<file path="src/rtl/muldiv_pkg.sv">
// Shared types and operation-decode helpers for the RV32M multiply/divide unit.
package muldiv_pkg;

    typedef enum logic [2:0] {
        OP_MUL    = 3'b000,
        OP_MULH   = 3'b001,
        OP_MULHSU = 3'b010,
        OP_MULHU  = 3'b011,
        OP_DIV    = 3'b100,
        OP_DIVU   = 3'b101,
        OP_REM    = 3'b110,
        OP_REMU   = 3'b111
    } muldiv_op_e;

    typedef enum logic [1:0] {
        IDLE = 2'd0,
        BUSY = 2'd1,
        DONE = 2'd2
    } muldiv_state_e;

    // MUL returns the low half, which is sign-agnostic, so it is treated as signed x signed
    function automatic logic is_signed_a(input muldiv_op_e op);
        return op inside {OP_MUL, OP_MULH, OP_MULHSU, OP_DIV, OP_REM};
    endfunction

    function automatic logic is_signed_b(input muldiv_op_e op);
        return op inside {OP_MUL, OP_MULH, OP_DIV, OP_REM};
    endfunction

    function automatic logic is_div(input muldiv_op_e op);
        return op inside {OP_DIV, OP_DIVU, OP_REM, OP_REMU};
    endfunction

    function automatic logic is_rem(input muldiv_op_e op);
        return op inside {OP_REM, OP_REMU};
    endfunction

endpackage

</file>
<file path="src/rtl/muldiv_if.sv">
// Request/response handshake bundle between the execute stage and the multiply/divide unit.
interface muldiv_if #(
    parameter int DATA_WIDTH = 32,
    parameter int OP_WIDTH   = 3
);
    logic                  in_valid;
    logic                  in_ready;
    logic [OP_WIDTH-1:0]   Operation;
    logic [DATA_WIDTH-1:0] SrcA;
    logic [DATA_WIDTH-1:0] SrcB;
    logic                  out_valid;
    logic                  out_ready;
    logic [DATA_WIDTH-1:0] Result;

    modport master (
        output in_valid, Operation, SrcA, SrcB, out_ready,
        input  in_ready, out_valid, Result
    );

    modport slave (
        input  in_valid, Operation, SrcA, SrcB, out_ready,
        output in_ready, out_valid, Result
    );
endinterface

</file>
<file path="src/rtl/muldiv_core_step.sv">
// One radix-2 iteration: shift-add multiply or restoring-divide trial subtract on {acc, lo}.
module muldiv_core_step #(
    parameter int DATA_WIDTH = 32
) (
    input  logic                  is_div,
    input  logic [DATA_WIDTH-1:0] acc,
    input  logic [DATA_WIDTH-1:0] lo,
    input  logic [DATA_WIDTH-1:0] b,
    output logic [DATA_WIDTH-1:0] acc_nxt,
    output logic [DATA_WIDTH-1:0] lo_nxt
);

    logic [DATA_WIDTH:0] sum;
    logic [DATA_WIDTH:0] shifted;
    logic [DATA_WIDTH:0] diff;

    always_comb begin
        sum     = {1'b0, acc} + (lo[0] ? {1'b0, b} : '0);
        shifted = {acc, lo[DATA_WIDTH-1]};
        // acc < b always holds, so diff's top bit is a clean borrow flag
        diff    = shifted - {1'b0, b};
        if (is_div) begin
            acc_nxt = diff[DATA_WIDTH] ? shifted[DATA_WIDTH-1:0] : diff[DATA_WIDTH-1:0];
            lo_nxt  = {lo[DATA_WIDTH-2:0], ~diff[DATA_WIDTH]};
        end else begin
            acc_nxt = sum[DATA_WIDTH:1];
            lo_nxt  = {sum[0], lo[DATA_WIDTH-1:1]};
        end
    end

endmodule

</file>
<file path="src/rtl/muldiv_unit.sv">
// Iterative RV32M multiply/divide unit with valid/ready handshake and flush.
// Define MULDIV_FAST_MUL_EN for single-cycle multiplies; divides stay iterative.
module muldiv_unit
    import muldiv_pkg::*;
#(
    parameter int DATA_WIDTH = 32,
    parameter int OP_WIDTH   = 3,
    parameter int CNT_WIDTH  = $clog2(DATA_WIDTH) + 1
) (
    input  logic     clk,
    input  logic     rst_n,
    input  logic     flush,
    muldiv_if.slave  bus
);

    localparam logic [DATA_WIDTH-1:0] MOST_NEG = {1'b1, {(DATA_WIDTH-1){1'b0}}};

    muldiv_state_e         state_q, state_d;
    muldiv_op_e            op_q, op_d;
    logic [DATA_WIDTH-1:0] acc_q, acc_d;
    logic [DATA_WIDTH-1:0] lo_q, lo_d;
    logic [DATA_WIDTH-1:0] b_q, b_d;
    logic [CNT_WIDTH-1:0]  cnt_q, cnt_d;
    logic                  neg_q, neg_d;
    logic                  rneg_q, rneg_d;
    logic [DATA_WIDTH-1:0] result_q, result_d;

    muldiv_op_e            op_in;
    logic                  a_neg, b_neg;
    logic [DATA_WIDTH-1:0] a_abs, b_abs;
    logic                  div_zero, div_ovf;
    logic [DATA_WIDTH-1:0] special_res;

    logic [DATA_WIDTH-1:0]   acc_step, lo_step;
    logic [2*DATA_WIDTH-1:0] prod;
    logic [DATA_WIDTH-1:0]   quo, rem;
    logic [DATA_WIDTH-1:0]   final_res;

`ifdef MULDIV_FAST_MUL_EN
    logic signed [2*DATA_WIDTH+1:0] fa, fb, fp;
    logic [DATA_WIDTH-1:0]          fast_res;
`endif

    muldiv_core_step #(.DATA_WIDTH(DATA_WIDTH)) u_step (
        .is_div  (is_div(op_q)),
        .acc     (acc_q),
        .lo      (lo_q),
        .b       (b_q),
        .acc_nxt (acc_step),
        .lo_nxt  (lo_step)
    );

    // Operand decode: magnitudes and early-out cases
    always_comb begin
        op_in    = muldiv_op_e'(bus.Operation[2:0]);
        a_neg    = is_signed_a(op_in) & bus.SrcA[DATA_WIDTH-1];
        b_neg    = is_signed_b(op_in) & bus.SrcB[DATA_WIDTH-1];
        a_abs    = a_neg ? -bus.SrcA : bus.SrcA;
        b_abs    = b_neg ? -bus.SrcB : bus.SrcB;
        div_zero = is_div(op_in) && (bus.SrcB == '0);
        div_ovf  = (op_in == OP_DIV || op_in == OP_REM) &&
                   (bus.SrcA == MOST_NEG) && (bus.SrcB == '1);
        if (div_zero)
            special_res = is_rem(op_in) ? bus.SrcA : '1;
        else
            special_res = is_rem(op_in) ? '0 : bus.SrcA;
    end

`ifdef MULDIV_FAST_MUL_EN
    always_comb begin
        fa = {{(DATA_WIDTH+2){is_signed_a(op_in) & bus.SrcA[DATA_WIDTH-1]}}, bus.SrcA};
        fb = {{(DATA_WIDTH+2){is_signed_b(op_in) & bus.SrcB[DATA_WIDTH-1]}}, bus.SrcB};
        fp = fa * fb;
        fast_res = (op_in == OP_MUL) ? fp[DATA_WIDTH-1:0] : fp[2*DATA_WIDTH-1:DATA_WIDTH];
    end
`endif

    // Sign correction applied to the last iteration's output as it enters DONE
    always_comb begin
        prod = {acc_step, lo_step};
        if (neg_q)
            prod = -prod;
        quo = neg_q  ? -lo_step  : lo_step;
        rem = rneg_q ? -acc_step : acc_step;
        case (op_q)
            OP_MUL:                        final_res = prod[DATA_WIDTH-1:0];
            OP_MULH, OP_MULHSU, OP_MULHU:  final_res = prod[2*DATA_WIDTH-1:DATA_WIDTH];
            OP_DIV, OP_DIVU:               final_res = quo;
            default:                       final_res = rem;
        endcase
    end

    always_comb begin
        state_d  = state_q;
        op_d     = op_q;
        acc_d    = acc_q;
        lo_d     = lo_q;
        b_d      = b_q;
        cnt_d    = cnt_q;
        neg_d    = neg_q;
        rneg_d   = rneg_q;
        result_d = result_q;

        bus.in_ready  = (state_q == IDLE);
        bus.out_valid = (state_q == DONE);
        bus.Result    = result_q;

        if (flush) begin
            state_d = IDLE;
        end else begin
            case (state_q)
                IDLE: begin
                    if (bus.in_valid) begin
                        op_d   = op_in;
                        neg_d  = a_neg ^ b_neg;
                        rneg_d = a_neg;
                        acc_d  = '0;
                        lo_d   = a_abs;
                        b_d    = b_abs;
                        cnt_d  = CNT_WIDTH'(DATA_WIDTH);
                        if (div_zero || div_ovf) begin
                            result_d = special_res;
                            state_d  = DONE;
                        end
`ifdef MULDIV_FAST_MUL_EN
                        else if (!is_div(op_in)) begin
                            result_d = fast_res;
                            state_d  = DONE;
                        end
`endif
                        else begin
                            state_d = BUSY;
                        end
                    end
                end
                BUSY: begin
                    acc_d = acc_step;
                    lo_d  = lo_step;
                    cnt_d = cnt_q - CNT_WIDTH'(1);
                    if (cnt_q == CNT_WIDTH'(1)) begin
                        result_d = final_res;
                        state_d  = DONE;
                    end
                end
                DONE: begin
                    if (bus.out_ready)
                        state_d = IDLE;
                end
                default: state_d = IDLE;
            endcase
        end
    end

    always_ff @(posedge clk) begin
        if (!rst_n) begin
            state_q  <= IDLE;
            op_q     <= OP_MUL;
            acc_q    <= '0;
            lo_q     <= '0;
            b_q      <= '0;
            cnt_q    <= '0;
            neg_q    <= 1'b0;
            rneg_q   <= 1'b0;
            result_q <= '0;
        end else begin
            state_q  <= state_d;
            op_q     <= op_d;
            acc_q    <= acc_d;
            lo_q     <= lo_d;
            b_q      <= b_d;
            cnt_q    <= cnt_d;
            neg_q    <= neg_d;
            rneg_q   <= rneg_d;
            result_q <= result_d;
        end
    end

endmodule

</file>
<file path="src/flat_wrapper.sv">
// flat-port wrapper written by rule: the top's interface ports become plain ports
module muldiv_unit_flat import muldiv_pkg::*;
#(
    parameter int DATA_WIDTH = 32,
    parameter int OP_WIDTH   = 3,
    parameter int CNT_WIDTH  = $clog2(DATA_WIDTH) + 1
)
  (clk, rst_n, flush, bus_in_valid, bus_Operation, bus_SrcA, bus_SrcB, bus_out_ready, bus_in_ready, bus_out_valid, bus_Result);
  muldiv_if #(.DATA_WIDTH(DATA_WIDTH), .OP_WIDTH(OP_WIDTH)) bus_i ();
  input  logic clk;
  input  logic rst_n;
  input  logic flush;
  input wire logic [$bits(bus_i.in_valid)-1:0] bus_in_valid;
  input wire logic [$bits(bus_i.Operation)-1:0] bus_Operation;
  input wire logic [$bits(bus_i.SrcA)-1:0] bus_SrcA;
  input wire logic [$bits(bus_i.SrcB)-1:0] bus_SrcB;
  input wire logic [$bits(bus_i.out_ready)-1:0] bus_out_ready;
  output wire logic [$bits(bus_i.in_ready)-1:0] bus_in_ready;
  output wire logic [$bits(bus_i.out_valid)-1:0] bus_out_valid;
  output wire logic [$bits(bus_i.Result)-1:0] bus_Result;
  assign bus_i.in_valid = bus_in_valid;
  assign bus_i.Operation = bus_Operation;
  assign bus_i.SrcA = bus_SrcA;
  assign bus_i.SrcB = bus_SrcB;
  assign bus_i.out_ready = bus_out_ready;
  assign bus_in_ready = bus_i.in_ready;
  assign bus_out_valid = bus_i.out_valid;
  assign bus_Result = bus_i.Result;
  muldiv_unit #(.DATA_WIDTH(DATA_WIDTH), .OP_WIDTH(OP_WIDTH), .CNT_WIDTH(CNT_WIDTH)) u_core (.clk(clk), .rst_n(rst_n), .flush(flush), .bus(bus_i));
endmodule
</file>
<file path="config.mk">
export PLATFORM = sky130hd
export DESIGN_NAME = muldiv_unit_flat
export DESIGN_NICKNAME = d
export VERILOG_FILES = /design/src/rtl/muldiv_pkg.sv /design/src/rtl/muldiv_if.sv /design/src/rtl/muldiv_core_step.sv /design/src/rtl/muldiv_unit.sv /design/src/flat_wrapper.sv
export SDC_FILE = /design/constraint.sdc
export NUM_CORES = 1
export LEC_CHECK = 0
export CAP_MARGIN = 10
export CORE_MARGIN = 2
export CORE_UTILIZATION = 45
export CTS_CLUSTER_DIAMETER = 50
export DETAILED_ROUTE_END_ITERATION = 16
export SETUP_SLACK_MARGIN = 0.4
export SYNTH_ARGS = -nofsm -noshare
export SYNTH_HDL_FRONTEND = slang
export SYNTH_SLANG_ARGS = --single-unit
</file>
<file path="constraint.sdc">
create_clock -name clk -period 11.95 [get_ports clk]
set_input_delay 2.39 -clock clk [delete_from_list [all_inputs] [get_ports clk]]
set_output_delay 2.39 -clock clk [all_outputs]
set_load 0.05 [all_outputs]
</file>
==> metrics.log <==
[metrics] top cells by area, synth: sky130_fd_sc_hd__dfxtp_1, sky130_fd_sc_hd__a21oi_1, sky130_fd_sc_hd__ha_1
[metrics] DR vias/cell: ~6.7
[metrics] Hold Path Class: reg -> reg
[metrics] Post-synth EDFFs: 0
[metrics] setup repair after global routing missed its margin: no
[metrics] remaining max-slew budget at the tightest pin: 0.149
[metrics] Period Utilization, post-route: 0.565
[metrics] arrival time of the worst setup path: approximately 7 ns
[metrics] Post-Route Utilization: 0.513
[metrics] skew final: about 0.015 ns
[metrics] wire length of the first global-routing pass: roughly 110000 microns
[metrics] worst-case register-to-register setup slack: approximately 5.2 ns
[metrics] most frequent cell after synthesis: sky130_fd_sc_hd__nor2_1
[metrics] First DRT Iteration DRCs: between 2000 and 3000
[metrics] share of flip-flops with an asynchronous set or reset after synthesis: 0
[metrics] num rows: between 60 and 70
[metrics] cell repeated most along the worst path: sky130_fd_sc_hd__inv_1
[metrics] number of antenna violations at the first check in global routing: 1
[metrics] Clock Path Buffers: 2
[metrics] transition time of the tightest slew-check pin: between 1 and 1.5 ns
[metrics] worst setup path end: u_core.bus.Result[24]
[metrics] hold buffers post-CTS: 0
[metrics] # nets final: between 2000 and 2500
[metrics] post-synthesis sequential element count: 141
[metrics] final critical-path setup slack: 5.20 ns
[metrics] post-synthesis area per instance: 6.97 sq um
[metrics] capturing point of the worst reg2reg path: u_core.bus.Result[24]
[metrics] ports placed on the boundary: 106
[metrics] clock network latency to the later pin of the worst-skew pair: around 0.47 ns
[metrics] worst slack at placement: 4.94 ns
[metrics] quantity of gates resized following cts: 0
[metrics] type of destination of the critical path: flop
[metrics] Reg2Reg Depth: 20
[metrics] total routing usage reported by global routing: 0.382
[metrics] number of global-route vias before repair: 16900
[metrics] Die ar.: 0.0365 sq mm
[metrics] CP startpoint kind: flop
[metrics] top flip-flop cell by instance count after synthesis: sky130_fd_sc_hd__dfxtp_1
[metrics] final weighted congestion in routability-driven placement: about 1
[metrics] total number of H-tree levels: 4
[metrics] origin of the worst setup path: u_core.lo_q[31]
[metrics] Slowest Stage Delay on Critical Path: approximately 0.8 ns
[metrics] final WL: 70700 microns
[metrics] type of the worst setup path: reg -> reg
[metrics] Required @ worst endpoint: approximately 12 ns
[metrics] cell count after synthesis: 2260
[metrics] number of sinks driven by the clock tree: about 140
[metrics] Pins Over Slew Limit: 0
[metrics] estimated wirelength of the detail-placed design: between 50000 and 60000 microns
[metrics] crit path max fanout: 25
[metrics] final setup violation count: 0
[metrics] Syn-to-layout area delta: 12.5%
[metrics] count of max-cap constraint violations: 0
[metrics] Yosys top cell by area: sky130_fd_sc_hd__dfxtp_1
[metrics] post-synthesis sequential area ratio: 0.179
[metrics] run status: finished clean
[metrics] TritonCTS clock tree: built
[metrics] crit-path cells: inv_1 > ha_1 > inv_1 > fa_1 > a211oi_1 > o211ai_1 > a31o_2 > o211a_1 > or3_4 > nand2_4 > o21ai_0 > mux2i_1 > ha_1 > inv_1 > nor4_2 > nand4_1 > o31ai_1 > xnor2_1 > a21oi_1 > a211oi_1
[metrics] pin count of the biggest net entering global routing: 92
[metrics] post-detailed-placement cell area: between 0.015 and 0.02 sq mm
[metrics] post-route worst hold slack: about 0.46 ns
[metrics] vertical extent of the die: approximately 190 microns
[metrics] total standard cell area after synthesis: about 0.016 sq mm
[metrics] ratio of cells with drive above 1 in the final layout: 0.0581
[metrics] summed negative setup slack over all endpoints: 0 ns
[metrics] number of vias after detailed routing: 18500
[metrics] fin crit period: roughly 6.7 ns
[metrics] peak supply drop: around 0.11 mV
[metrics] source of the worst register-to-register timing path: u_core.lo_q[31]
[metrics] global-route congestion overflow total: 0
[metrics] ANT cells: 0
[metrics] number of distinct library cells after synthesis: just under 100
[metrics] starting utilization of the core area: 0.456
[metrics] post-route DRC violation count: 0
[metrics] post-route ant nets: 0
[metrics] count of input and output buffers: ~110
[metrics] synth warn: 0
[metrics] total non-filler cell area in the finished layout: ~0.018 sq mm
[metrics] Reg clk slew, reported paths: around 0.07 ns
[metrics] clock root cell: sky130_fd_sc_hd__clkbuf_16
[metrics] proportion of netlist area held by the largest area contributor: 0.179
[metrics] static leakage: roughly 6.6 nW
[metrics] Die Wd: about 190 microns
[metrics] syn nets: approximately 2400
[metrics] Core ar.: 0.0345 sq mm
[metrics] average wire per cell in the routed design: approximately 26 microns
[metrics] number of post-CTS setup repair buffers: 0
[metrics] number of iterations in the first detailed-routing pass: 9
[metrics] maximum operating frequency: between 100 and 150 MHz
[metrics] Hold Vio Cnt, Final: 0
[metrics] Power Density: roughly 92 mW/mm^2
[metrics] Commonest cells post-synth: sky130_fd_sc_hd__nor2_1, sky130_fd_sc_hd__nand2_1, sky130_fd_sc_hd__a21oi_1
[metrics] TritonCTS Buffers: 17
[metrics] cell at the slowest stage of the critical path: sky130_fd_sc_hd__nor4_2
## stage by stage
step | instances | power, mW
after floorplan | 2260 | 0.859
after global placement | 2713 | 1.06
after detailed placement | 2713 | 1.06
after CTS | 2745 | 1.61
after global routing | 2745 | 1.69
final | 2745 | 1.63
## where the power goes
group,internal [mW],switching (mW)
registers,0.488,0.0297
logic,0.185,0.370
clock network,0.302,0.252
## cell families after synthesis
kind of cell | count (synthesis) | share of synthesized area
buffers and inverters | 213 | 0.0523
AOI/OAI and AO/OA | 785 | 0.327
DFF | 141 | 0.179
xor gates and xnor gates | 164 | 0.0912
adders and majority gates | 73 | 0.0589
muxes | 50 | 0.0327
and+or+nand+nor | 834 | 0.259
## layout make-up
cell class                 instances  area (sq um)
inverter                          67           254
clock inverter                    13           129
multi-input combinational       1906         12100
fill                            3578         16800
tap                              455           569
timing repair buffer             144          1340
clock buffer                      19           453
sequential                       141          2830
## routing by layer
metal | global-route usage | vias up | wire (microns)
met5 | 0 | - | 0
met2 | 0.540 | 1146 | 28400
met3 | 0.113 | 156 | 9260
li1 | - | 8410 | -
met1 | 0.546 | 8762 | 30700
met4 | 0.128 | 0 | 2360
## sequential cells by signal (all words and copies together), names as in the netlist
signal and count:
u_core.bus.Result 32, u_core.b_q 32, u_core.neg_q 1, u_core.op_q 3, u_core.cnt_q 6, u_core.rneg_q 1
u_core.acc_q 32, u_core.state_q 2, u_core.lo_q 32
## placed cells by master (no fill, tap or decap), types with 24 or more instances in the layout
cell type / count
sky130_fd_sc_hd__or3_1: 24
sky130_fd_sc_hd__xnor2_1: 92
sky130_fd_sc_hd__nand2_1: 224
sky130_fd_sc_hd__nor3_1: 61
sky130_fd_sc_hd__nor2_1: 234
sky130_fd_sc_hd__and2_1: 47
sky130_fd_sc_hd__nand3_1: 55
sky130_fd_sc_hd__ha_1: 71
sky130_fd_sc_hd__buf_4: 39
sky130_fd_sc_hd__o21ai_0: 163
sky130_fd_sc_hd__a21o_1: 45
sky130_fd_sc_hd__a22oi_1: 27
sky130_fd_sc_hd__a211oi_1: 50
sky130_fd_sc_hd__o211ai_1: 40
sky130_fd_sc_hd__nand4_1: 36
sky130_fd_sc_hd__inv_1: 66
sky130_fd_sc_hd__a31oi_1: 35
sky130_fd_sc_hd__clkdlybuf4s50_1: 105
sky130_fd_sc_hd__a21oi_1: 216
sky130_fd_sc_hd__mux2i_1: 39
sky130_fd_sc_hd__nor4_1: 24
sky130_fd_sc_hd__xor2_1: 72
sky130_fd_sc_hd__dfxtp_1: 140
## critical path, delay by kind of cell, from the launching register on
family / cells / cell delay (ns)
compound gates: 8 / 2.30
buf+inv: 3 / 0.28
xor+xnor: 1 / 0.17
simple gates: 4 / 2.11
flops: 1 / 0.37
fa+ha+maj: 3 / 0.98
mux: 1 / 0.41
## worst min-delay path by stage
stage | cells after the start | slack, ns | start | to
3_5_place_dp | 2 | 0.45 | u_core.bus.Result[5] | u_core.bus.Result[5]
3_3_place_gp | 2 | 0.44 | u_core.bus.Result[5] | u_core.bus.Result[5]
5_1_grt | 2 | 0.48 | u_core.rneg_q | u_core.rneg_q
4_1_cts | 2 | 0.46 | u_core.bus.Result[5] | u_core.bus.Result[5]
6_report | 2 | 0.46 | u_core.bus.Result[5] | u_core.bus.Result[5]
2_1_floorplan | 2 | 0.44 | u_core.b_q[31] | u_core.b_q[31]
(Power assumes the default switching activity.)
